**config.mk**
```make
export PLATFORM = sky130hd
export DESIGN_NAME = gpio_led_sequencer
export DESIGN_NICKNAME = d
export VERILOG_FILES = /design/src/rtl/gpio_led_pkg.sv /design/src/rtl/gpio_led_sequencer_tick.sv /design/src/rtl/gpio_led_sequencer.sv
export SDC_FILE = /design/constraint.sdc
export NUM_CORES = 1
export LEC_CHECK = 0
export ABC_CLOCK_PERIOD_IN_PS = 5000
export BUFFER_PORTS_ARGS = -buffer_cell sky130_fd_sc_hd__buf_2
export CELL_PAD_IN_SITES_DETAIL_PLACEMENT = 1
export CELL_PAD_IN_SITES_GLOBAL_PLACEMENT = 1
export CORE_MARGIN = 2
export CORE_UTILIZATION = 51
export CTS_CLUSTER_DIAMETER = 50
export DETAILED_ROUTE_END_ITERATION = 8
export MAX_ROUTING_LAYER = met4
export PLACE_DENSITY = 0.88
export SLEW_MARGIN = 30
export SYNTH_ARGS = -nofsm -noshare
export SYNTH_HDL_FRONTEND = slang
export SYNTH_HIERARCHICAL = 1
export SYNTH_SLANG_ARGS = --single-unit
```
**constraint.sdc**
```tcl
create_clock -name clk -period 5 [get_ports clk]
set_input_delay 0.25 -clock clk [delete_from_list [all_inputs] [get_ports clk]]
set_output_delay 0.25 -clock clk [all_outputs]
set_load 0.01 [all_outputs]
```
**src/rtl/gpio_led_pkg.sv**
```systemverilog
// Shared encodings, widths and LED constants for the GPIO LED sequencer.
`timescale 1ns/1ps
package gpio_led_pkg;

    localparam int MODE_W  = 2;
    localparam int SPEED_W = 2;
    localparam int CNT_W   = 32;

    typedef enum logic [MODE_W-1:0] {
        CHASE_UP   = 2'd0,
        CHASE_DOWN = 2'd1,
        BOUNCE     = 2'd2,
        BLINK      = 2'd3
    } mode_t;

    localparam logic [7:0] LED_ALL_ON  = 8'hFF;
    localparam logic [7:0] LED_ALL_OFF = 8'h00;

    function automatic logic [7:0] led_onehot(input logic [2:0] p);
        return 8'b0000_0001 << p;
    endfunction

endpackage

```
**src/rtl/gpio_led_sequencer_tick.sv**
```systemverilog
// Step prescaler: pulses tick once every CLK_DIV << speed cycles.
// clr restarts the period; hold freezes the count and masks tick.
`timescale 1ns/1ps
module led_tick_gen
    import gpio_led_pkg::*;
#(
    parameter int unsigned CLK_DIV = 25_000_000
) (
    input  logic               clk,
    input  logic               reset,
    input  logic               clr,
    input  logic               hold,
    input  logic [SPEED_W-1:0] speed,
    output logic               tick
);

    logic [CNT_W-1:0] count;
    logic [CNT_W:0]   period;
    logic [CNT_W-1:0] last;

    // One extra bit so CLK_DIV = 2^29 at the slowest speed does not overflow.
    assign period = (CNT_W + 1)'(CLK_DIV) << speed;
    assign last   = CNT_W'(period - 1'b1);
    assign tick   = !hold && (count == last);

    always_ff @(posedge clk or negedge reset) begin
        if (!reset) begin
            count <= '0;
        end else if (clr) begin
            count <= '0;
        end else if (!hold) begin
            count <= tick ? '0 : count + 1'b1;
        end
    end

endmodule

```
**src/rtl/gpio_led_sequencer.sv**
```systemverilog
// Button-driven LED sequencer: four display modes, four step speeds, pause.
// Button events act two edges after the level rises; LED decode is combinational.
`timescale 1ns/1ps
module gpio_led_sequencer
    import gpio_led_pkg::*;
#(
    parameter int unsigned CLK_DIV = 25_000_000
) (
    input  logic              clk,
    input  logic              reset,
    input  logic              btn_mode,
    input  logic              btn_speed,
    input  logic              btn_pause,
    output logic [7:0]        GPIO_LED,
    output logic [MODE_W-1:0] mode,
    output logic              paused
);

    logic [2:0]         btn_meta, btn_sync, btn_prev, btn_evt;
    logic               mode_evt, speed_evt, pause_evt, tick;
    mode_t              mode_q, mode_next;
    logic [2:0]         pos;
    logic               dir, phase;
    logic [SPEED_W-1:0] speed;

    always_ff @(posedge clk or negedge reset) begin
        if (!reset) begin
            btn_meta <= '0;
            btn_sync <= '0;
            btn_prev <= '0;
        end else begin
            btn_meta <= {btn_pause, btn_speed, btn_mode};
            btn_sync <= btn_meta;
            btn_prev <= btn_sync;
        end
    end

    assign btn_evt   = btn_sync & ~btn_prev;
    assign mode_evt  = btn_evt[0];
    assign speed_evt = btn_evt[1];
    assign pause_evt = btn_evt[2];
    assign mode_next = mode_t'(mode_q + 2'd1);

    led_tick_gen #(.CLK_DIV(CLK_DIV)) u_tick (
        .clk   (clk),
        .reset (reset),
        .clr   (mode_evt | speed_evt),
        .hold  (paused),
        .speed (speed),
        .tick  (tick)
    );

    always_ff @(posedge clk or negedge reset) begin
        if (!reset) begin
            mode_q <= CHASE_UP;
            pos    <= '0;
            dir    <= 1'b0;
            phase  <= 1'b0;
            speed  <= '0;
            paused <= 1'b0;
        end else begin
            // A mode or speed change restarts the period, so it also swallows a pending step.
            if (mode_evt) begin
                mode_q <= mode_next;
                case (mode_next)
                    CHASE_UP:   pos <= 3'd0;
                    CHASE_DOWN: pos <= 3'd7;
                    BOUNCE: begin
                        pos <= 3'd0;
                        dir <= 1'b0;
                    end
                    BLINK:      phase <= 1'b1;
                endcase
            end else if (tick && !speed_evt) begin
                case (mode_q)
                    CHASE_UP:   pos <= pos + 3'd1;
                    CHASE_DOWN: pos <= pos - 3'd1;
                    BOUNCE: begin
                        if (!dir) begin
                            if (pos == 3'd7) begin
                                dir <= 1'b1;
                                pos <= 3'd6;
                            end else begin
                                pos <= pos + 3'd1;
                            end
                        end else begin
                            if (pos == 3'd0) begin
                                dir <= 1'b0;
                                pos <= 3'd1;
                            end else begin
                                pos <= pos - 3'd1;
                            end
                        end
                    end
                    BLINK:      phase <= ~phase;
                endcase
            end
            if (speed_evt) speed  <= speed + 2'd1;
            if (pause_evt) paused <= ~paused;
        end
    end

    assign mode     = mode_q;
    assign GPIO_LED = (mode_q == BLINK) ? (phase ? LED_ALL_ON : LED_ALL_OFF)
                                        : led_onehot(pos);

endmodule

```
==> metrics.md, run 1 <==
| Metric | Value |
|---|---|
| Setup TNS | `0 ns` |
| Post-synth cell types | `61` |
| Clock sinks | `51` |
| Post-synthesis cell area | `around 3400 um2` |
| Tmin final | `~3.6 ns` |
| Post-synth ARST share | `1.00` |
| Clock Skew | `0.00983 ns` |
| Vias | `3129` |
| Met3 Resource Use GR | `0.0356` |
| Setup Buffers After CTS | `0` |
| Met2 usage | `0.446` |
| Maximum clock path buffer count | `2` |
| Placed Cells | `roughly 470` |
| Met1 Use GR | `0.359` |
| Max-slew violation count | `0` |
| WS Path Type | `flop to flop` |
| Busiest grt layer | `met2` |
| Finished Layout Cells | `between 400 and 500` |
| CP max FO | `32` |
| Filler cells | `760` |
| Die Height | `85.6 um` |
| CTS root buf | `clkbuf_8` |
| DIE WIDTH | `around 86 um` |
| Detailed Place HPWL | `6.70 mm` |
| Commonest register cell after synthesis | `dfrtp_1` |
| MaxCap Viol Count | `0` |
| Post-layout util | `0.561` |
| Remaining DRCs | `0` |
| Initial DRT Pass Iterations | `5` |
| Worst EP required | `~5.2 ns` |
| Flops & latches, synth | `51` |
| Starting Density | `0.532` |
| Part of the cycle the worst path needs | `0.715` |
| Peak supply drop | `between 200 and 300 uV` |
| Maximum operating frequency | `roughly 0.28 GHz` |
| Drt total wl | `around 9.4 mm` |
| EDFF count, synth | `0` |
| Resized Gates After CTS | `0` |
| Initial antenna violation count | `0` |
| Most frequent cells in the layout | `53 x nand2_1, 51 x dfrtp_1, 39 x nand3_1` |
| Final number of hold-violating endpoints | `0` |
| H-tree depth | `2` |
| Total congestion overflow | `0` |
| Vias in the first global route | `roughly 3.2k` |
| CP endpoint kind | `flop` |
| Num CTS Buffers | `5` |
| Hold WS | `0.0342 ns` |
| Setup violators final | `0` |
| RD Place Congestion | `between 0.8 and 0.9` |
| Routed length per instance | `between 15 and 20 um` |
| Final #Nets | `415` |
| Global-route wire length before repair | `around 16 mm` |
| # diodes | `0` |
| Mapped Cells | `between 300 and 400` |
| Least-Margin Pin Slew | `between 0.9 and 1 ns` |
| Post-synthesis sequential area ratio | `0.376` |
| Syn-to-layout area delta | `5.49%` |
| Slew HR | `0.378` |
| Startpoint types | `flop` |
| P per Cell Area | `between 400 and 500 nW/um2` |
| DR iter-0 viols | `roughly 210` |
| Syn avg cell area | `8.60 um2` |
| Leakage | `0.00147 uW` |
| PortBufs | `15` |
| Hold Crit Class | `input port to asynchronous set/reset pin` |
| Vias per cell | `between 6 and 7` |
| YS warnings | `6` |
| Hold_buf cts | `0` |
| Gr usage total | `0.277` |
| Most common cell after layout, fill and taps aside | `nand2_1` |
| Boundary Pins | `16` |
| Clk_lat worst skew | `between 0.3 and 0.4 ns` |
| Unrepaired setup endpoints after global routing | `false` |
| Clk slew on worst S/H paths | `0.10 ns` |
| Largest net degree at the start of global routing | `between 50 and 60` |
| Remaining antenna violation count | `0` |
| Die area | `about 7300 um2` |
| Status | `finished, final reports clean` |
| Share of layout cells above drive strength 1 | `0.101` |
| Row count | `29` |
| Arrival @ worst endpoint | `about 3.7 ns` |
| CTS tree | `built` |
| Net Count, Synth | `approximately 410` |
| Core ar. | `6390 um2` |
[worst max-delay path, cell delays in order (launching register included)]
cell       delay (ns)
dfrtp_1          0.61
or2_4            0.35
ha_1             0.29
xor2_1           0.20
nand4_1          0.13
a2111oi_2        0.32
nand4_2          0.78
nand2_1          0.55
o21ai_0          0.19
[state kept, by name, summed over array words and instances (netlist names)]
signal and cells:
btn_sync 3, dir 1, paused 1, mode 2, btn_meta 3, btn_prev 3
u_tick/count 32, phase 1, speed 2, pos 3
[metal layers]
metal,vias up,routed length (um),share of wire
met3,24,437,0.046
met5,-,0,0
met1,1549,4120,0.44
met4,0,208,0.022
met2,105,4650,0.49
li1,1451,-,-
[area by class of cell]
type	instances	area, um2	area share
well taps	77	96.3	0.0269
repair buffers	18	97.6	0.0272
flip-flops and latches	51	1280	0.356
multi-input cells	306	1960	0.548
inverters	14	52.6	0.0147
clock buffers	5	68.8	0.0192
clock inverters	3	27.5	0.00768
[path summary, 6_finish.rpt]
check	from	to	slack (ns)	cells past startpoint
worst max-delay path	speed[1]	u_tick/count[20]	1.43	8
worst min-delay path	reset	u_tick/count[21]	0.03	2
worst max register to register	speed[1]	u_tick/count[20]	1.43	8
worst min register to register	btn_meta[0]	btn_sync[0]	0.36	0
max in group asynchronous	reset	speed[1]	4.51	2
min in group clk	btn_pause	btn_meta[2]	0.03	1
[stage by stage]
step	total power, uW	worst slack, ns	area (um2)
2_1_floorplan	1020	2.42	3400
3_3_place_gp	1180	1.64	3480
3_5_place_dp	1210	1.49	3490
4_1_cts	1470	1.44	3580
5_1_grt	1580	1.21	3580
6_report	1470	1.43	3580
[power by group]
part           switching (uW)  internal, uW
Combinational             392           258
Clock                     153           103
Sequential               99.2           461
[logic make-up (layout without fill, tap and decap cells)]
| family | count (synthesis) | after routing | synth area share |
|---|---|---|---|
| AND/OR/NAND/NOR | 203 | 203 | 0.318 |
| AO/OA/AOI/OAI | 74 | 74 | 0.165 |
| flip-flops | 51 | 51 | 0.376 |
| buffers and inverters | 38 | 40 | 0.0486 |
| adder cells (fa/ha/maj) | 15 | 15 | 0.0545 |
| XOR/XNOR | 10 | 10 | 0.0258 |
| multiplexers | 4 | 4 | 0.0118 |
[cells in the mapped netlist, types with 4 or more instances]
cell / n / area share
nand4_1: 19 / 0.035
mux2i_1: 4 / 0.012
and3_1: 7 / 0.013
clkbuf_1: 15 / 0.017
nand2_1: 53 / 0.059
and2_1: 5 / 0.0092
or3_1: 11 / 0.020
a31oi_1: 14 / 0.026
a21boi_0: 4 / 0.0088
ha_1: 14 / 0.052
o21ai_0: 11 / 0.016
xnor2_1: 7 / 0.018
nor2_1: 18 / 0.020
nand2b_1: 11 / 0.020
nor3b_1: 4 / 0.0088
nor2b_1: 11 / 0.020
or4_1: 5 / 0.011
o211ai_1: 7 / 0.015
dfrtp_1: 51 / 0.38
o2111ai_1: 4 / 0.010
a21oi_1: 7 / 0.010
inv_1: 13 / 0.014
nand3_1: 39 / 0.057
buf_2: 5 / 0.0074
(Power assumes the default switching activity.)
==> inputs of run 2 (changes only) <==
- ABC_CLOCK_PERIOD_IN_PS: 5000 -> 3400
- CORE_UTILIZATION: 51 -> 47
- PLACE_DENSITY: 0.88 -> 0.82
- clock period: 5 -> 3.4 ns (I/O delays scaled with it)
==> run 2 against run 1 <==
- clock-buffer cell count unchanged
- final area increased by 2.8%
- combinational power increased by 62%
- sequential share of layout area decreased by 0.97 points
- largest power group unchanged
==> metrics.md, run 2 (synthesis gave the netlist of run 1 again) <==
| Metric | Value |
|---|---|
| Status | `finished, final reports clean` |
| Slew HR | `0.457` |
| DIE WIDTH | `between 80 and 90 um` |
| Biggest register | `u_tick/count` |
| Core ar. | `a little under 7000 um2` |
| Max-slew violation count | `0` |
| Part of the cycle the worst path needs | `0.822` |
| Row count | `30` |
| Resized Gates After CTS | `0` |
| CTS root buf | `clkbuf_8` |
| Hold wc startpoint | `btn_meta[1]` |
| Remaining DRCs | `0` |
| Initial DRT Pass Iterations | `4` |
| Crit-path cells | `ha_1 > nand4_1 > or3b_2 > a221oi_2 > and4_1 > and2_1 > o311ai_4 > o311a_1` |
| Die Height | `89 um` |
| Detailed Place HPWL | `~6.8 mm` |
| Slowest CP cell | `or3b_2` |
| DR iter-0 viols | `215` |
| Share of layout cells above drive strength 1 | `0.111` |
| Initial antenna violation count | `0` |
| CP max FO | `5` |
| Unrepaired setup endpoints after global routing | `false` |
| Setup TNS | `0 ns` |
| Top Family by Delay on Critical Path | `simple AND/OR/NAND/NOR gates` |
| Drt total wl | `9.67 mm` |
| Setup Buffers After CTS | `0` |
| Worst EP required | `~3.6 ns` |
| Final number of hold-violating endpoints | `0` |
| H-tree depth | `2` |
| Vias | `~3.2k` |
| Remaining antenna violation count | `0` |
| Hold_buf cts | `4` |
| CTS tree | `built` |
| Placement Setup Slack | `slightly below 0.7 ns` |
| Gr usage total | `0.272` |
| Clk_lat worst skew | `between 0.3 and 0.4 ns` |
| Register area | `1280 um2` |
| Largest net degree at the start of global routing | `33` |
| MaxCap Viol Count | `0` |
| Clock sinks | `slightly above 50` |
| # diodes | `0` |
| Least-Margin Pin Slew | `0.813 ns` |
| Maximum operating frequency | `about 0.36 GHz` |
| Leakage | `approximately 0.0015 uW` |
| Vias per cell | `between 6 and 7` |
| Starting Density | `0.492` |
| Routed length per instance | `roughly 19 um` |
| RD Place Congestion | `approximately 0.86` |
| Startpoint types | `flop` |
| Clock Skew | `~0.017 ns` |
| Arrival @ worst endpoint | `around 3 ns` |
| Most frequent cells in the layout | `53 x nand2_1, 51 x dfrtp_1, 39 x nand3_1` |
| Clk slew on worst S/H paths | `roughly 0.11 ns` |
| Die area | `around 8000 um2` |
| Hold Crit Class | `flop to flop` |
| RR Startpoint | `u_tick/count[0]` |
| WS Path Type | `flop to flop` |
| Crit path buf inv count | `0` |
| Setup violators final | `0` |
| Max reg flops | `32` |
| Boundary Pins | `16` |
| Total congestion overflow | `0` |
| Final #Nets | `between 400 and 500` |
| Global-route wire length before repair | `~16 mm` |
| Most common cell after layout, fill and taps aside | `nand2_1` |
| Worst setup margin | `0.604 ns` |
| Setup crit start | `u_tick/count[0]` |
| Syn-to-layout area delta | `8.44%` |
| P per Cell Area | `~600 nW/um2` |
| Max stage delay on crit path | `around 0.55 ns` |
| Tmin final | `~2.8 ns` |
| Multi-input logic area | `about 2000 um2` |
| Vias in the first global route | `~3.2k` |
| CP endpoint kind | `flop` |
| Filler cells | `between 800 and 900` |
| PortBufs | `15` |
| Num CTS Buffers | `5` |
| Maximum clock path buffer count | `2` |
| Peak supply drop | `about 320 uV` |
## run 2: metal layers
metal  vias up  GRT usage  share of wire
li1       1474          -              -
met5         -          -              0
met1      1633      0.362           0.45
met3         8     0.0351          0.038
met4         0     0.0665         0.0098
met2        77      0.443           0.50
## run 2: metrics by stage
step / cell area (um2) / cells / total power [uW] / hold WS [ns] / utilization
finish: 3680 / 503 / 2210 / 0.359 / 0.533
global route: 3680 / 503 / 2360 / 0.376 / 0.533
CTS: 3680 / 503 / 2210 / 0.369 / 0.533
detailed placement: 3550 / 491 / 1820 / 0.197 / 0.514
global placement: 3550 / 491 / 1770 / 0.184 / 0.514
floorplan: 3400 / 395 / 1490 / -0.126 / -
## run 2: final cells by class
cell class	count	share of cell area
Clock inverter	3	0.00680
Multi-Input combinational cell	306	0.531
Sequential cell	51	0.347
Inverter	14	0.0143
Timing Repair Buffer	28	0.0496
Tap cell	96	0.0326
Clock buffer	5	0.0187
## run 2: worst paths after layout
| kind | endpoint | slack [ns] | depth (start not counted) |
|---|---|---|---|
| worst min-delay path | btn_sync[1] | 0.36 | 0 |
| worst max register to register | pos[1] | 0.60 | 8 |
| worst max-delay path | pos[1] | 0.60 | 8 |
| max in group asynchronous | pos[2] | 2.21 | 3 |
| worst min register to register | btn_sync[1] | 0.36 | 0 |
| min in group asynchronous | u_tick/count[27] | 0.38 | 2 |
## run 2: where the power goes
part,switching (uW),internal (uW)
registers,101,678
clock network,229,151
logic,643,404
total,973,1230
## run 2: worst register-to-register path: stages, from the launching register on
cell and delay (ns):
dfrtp_1 0.44, ha_1 0.24, nand4_1 0.18, or3b_2 0.55, a221oi_2 0.25, and4_1 0.30, and2_1 0.23, o311ai_4 0.13
o311a_1 0.37
==> inputs of run 3 (changes only) <==
- ABC_CLOCK_PERIOD_IN_PS: 3400 -> 2300
- CORE_UTILIZATION: 47 -> 43
- PLACE_DENSITY: 0.82 -> 0.8
- clock period: 3.4 -> 2.3 ns (I/O delays scaled with it)
==> run 3 against run 2 <==
- the flow now finishes with violations (setup timing)
- sequential share of layout area down 4.8 points
- non-clock buffer count increased by 45
- largest power group unchanged
- clock-buffer cell count unchanged
==> metrics.md, run 3 (synthesis gave the netlist of run 1 again) <==
| Metric | Value |
|---|---|
| Switching pwr | `approximately 1500 uW` |
| Crit path buf inv count | `4` |
| # diodes | `0` |
| Routed length per instance | `between 20 and 25 um` |
| P per Cell Area | `886 nW/um2` |
| Maximum operating frequency | `~0.4 GHz` |
| Share of layout cells above drive strength 1 | `0.243` |
| Hold Crit Class | `input port to asynchronous set/reset pin` |
| CP max FO | `8` |
| Largest net degree at the start of global routing | `30` |
| MaxCap Viol Count | `0` |
| CP endpoint kind | `flop` |
| Remaining antenna violation count | `0` |
| Met2 usage | `0.472` |
| Busiest grt layer | `met2` |
| Most common cell after layout, fill and taps aside | `nand2_1` |
| Multi-input logic area | `between 2000 and 2500 um2` |
| Final number of hold-violating endpoints | `0` |
| RR Endpoint | `u_tick/count[8]` |
| Sw frac | `0.408` |
| Leakage | `~0.0018 uW` |
| DR iter-0 viols | `a little under 200` |
| Total congestion overflow | `0` |
| Sequential fraction of design power | `0.296` |
| Initial antenna violation count | `0` |
| Overall power | `roughly 3800 uW` |
| Slowest CP cell | `or4_1` |
| Startpoint types | `flop` |
| Detailed Place HPWL | `roughly 7.6 mm` |
| Hold WS | `~0.32 ns` |
| H-tree depth | `2` |
| CTS tree | `built` |
| Flop-to-flop setup slack | `-0.23 ns` |
| Register-to-Register Path Depth | `10` |
| Final #Nets | `470` |
| RR Startpoint | `speed[1]` |
| DIE WIDTH | `92.9 um` |
| Setup violators final | `34` |
| Comb power frac | `0.503` |
| Crit-path cells | `buf_4 > nor2b_1 > or4_1 > a221oi_2 > buf_4 > nand4_2 > buf_8 > buf_6 > a31oi_1 > a21oi_1` |
| Unrepaired setup endpoints after global routing | `true` |
| Slew HR | `0.618` |
| Die Height | `between 90 and 100 um` |
| Remaining DRCs | `0` |
| Clk_lat worst skew | `around 0.32 ns` |
| Biggest register | `u_tick/count` |
| WS Path Type | `flop to flop` |
| Maximum clock path buffer count | `2` |
| Met3 Resource Use GR | `0.0382` |
| Row count | `32` |
| RD Place Congestion | `0.868` |
| Max stage delay on crit path | `approximately 0.48 ns` |
| Part of the cycle the worst path needs | `1.10` |
| Filler cells | `about 930` |
| Post-layout util | `0.557` |
| Vias per cell | `slightly above 6` |
| Max-slew violation count | `0` |
| Vias in the first global route | `between 3k and 4k` |
| Die area | `~8600 um2` |
| Gr usage total | `0.270` |
| Failing checks | `setup timing` |
| Most frequent CP cell | `buf_4` |
| Register area | `1280 um2` |
| Max reg flops | `32` |
| Met1 Use GR | `0.319` |
| Global-route wire length before repair | `17.9 mm` |
| Peak supply drop | `372 uV` |
| Setup TNS | `-4.77 ns` |
| Most frequent cells in the layout | `52 x nand2_1, 50 x dfrtp_1, 47 x buf_4` |
| Initial DRT Pass Iterations | `5` |
| PortBufs | `15` |
| Worst EP required | `about 2.5 ns` |
| CTS root buf | `clkbuf_8` |
| Starting Density | `0.442` |
| Power share of the clock group | `0.202` |
| Top Family by Delay on Critical Path | `simple AND/OR/NAND/NOR gates` |
| Core ar. | `7690 um2` |
| Clock sinks | `51` |
| Arrival @ worst endpoint | `between 2 and 3 ns` |
| Status | `finished with violations` |
| Boundary Pins | `16` |
| Num CTS Buffers | `5` |
| Int Pwr | `~2200 uW` |
| Clk slew on worst S/H paths | `0.10 ns` |
| Syn-to-layout area delta | `26.1%` |
| Clock Skew | `about 0.012 ns` |
| Least-Margin Pin Slew | `0.573 ns` |
| Tmin final | `between 2 and 3 ns` |
| Worst setup margin | `-0.225 ns` |
| Vias | `around 3.4k` |
| Drt total wl | `approximately 11 mm` |
-- run 3: cell types whose count changed in the layout (fill, tap and decap cells not counted), sizes merged --
cell and change:
buf +45, bufinv +2, inv -2
-- run 3: cell type report --
class | instances | share of cell area
Tap cell | 102 | 0.0298
Inverter | 14 | 0.0123
Timing Repair Buffer | 73 | 0.133
Clock inverter | 3 | 0.0158
Sequential cell | 51 | 0.298
Clock buffer | 5 | 0.0161
Multi-Input combinational cell | 306 | 0.495
-- run 3: routing by layer --
layer | vias to the layer above | routed length [um]
li1 | 1560 | -
met1 | 1712 | 4650
met2 | 108 | 5810
met3 | 21 | 461
met4 | 0 | 237
met5 | - | 0
-- run 3: how the worst max path moves through the flow --
stage             start               end  slack (ns)  cells after the start
2_1_floorplan  speed[1]            pos[1]       -0.11                     12
5_1_grt        speed[1]               dir       -0.34                     12
3_3_place_gp   speed[1]  u_tick/count[31]       -0.16                      9
3_5_place_dp   speed[1]  u_tick/count[20]       -0.25                      8
6_report       speed[1]   u_tick/count[8]       -0.23                     10
4_1_cts        speed[1]            pos[1]       -0.11                     11
-- run 3: power by group through the flow --
stage	Combinational, uW	Clock (uW)	Sequential, uW
3_5_place_dp	1760	0	1140
2_1_floorplan	1130	0	1140
3_3_place_gp	1690	0	1130
6_report	1910	764	1120
4_1_cts	1830	772	1120
5_1_grt	2090	811	1140
-- run 3: timing repair --
action                     4_1_cts  5_1_grt
hold buffers                     4        0
resized for setup               17       15
setup endpoints to repair       36       37
setup buffers                    5        2
cloned                           0        0
pin swaps                       17        9
hold endpoints to repair        25        0
-- run 3: per-stage QoR --
stage	instance area, um2	setup WS [ns]	instances
3_5_place_dp	3910	-0.248	536
5_1_grt	4280	-0.340	554
4_1_cts	4180	-0.108	553
6_report	4280	-0.225	554
2_1_floorplan	3440	-0.114	395
3_3_place_gp	3910	-0.162	536
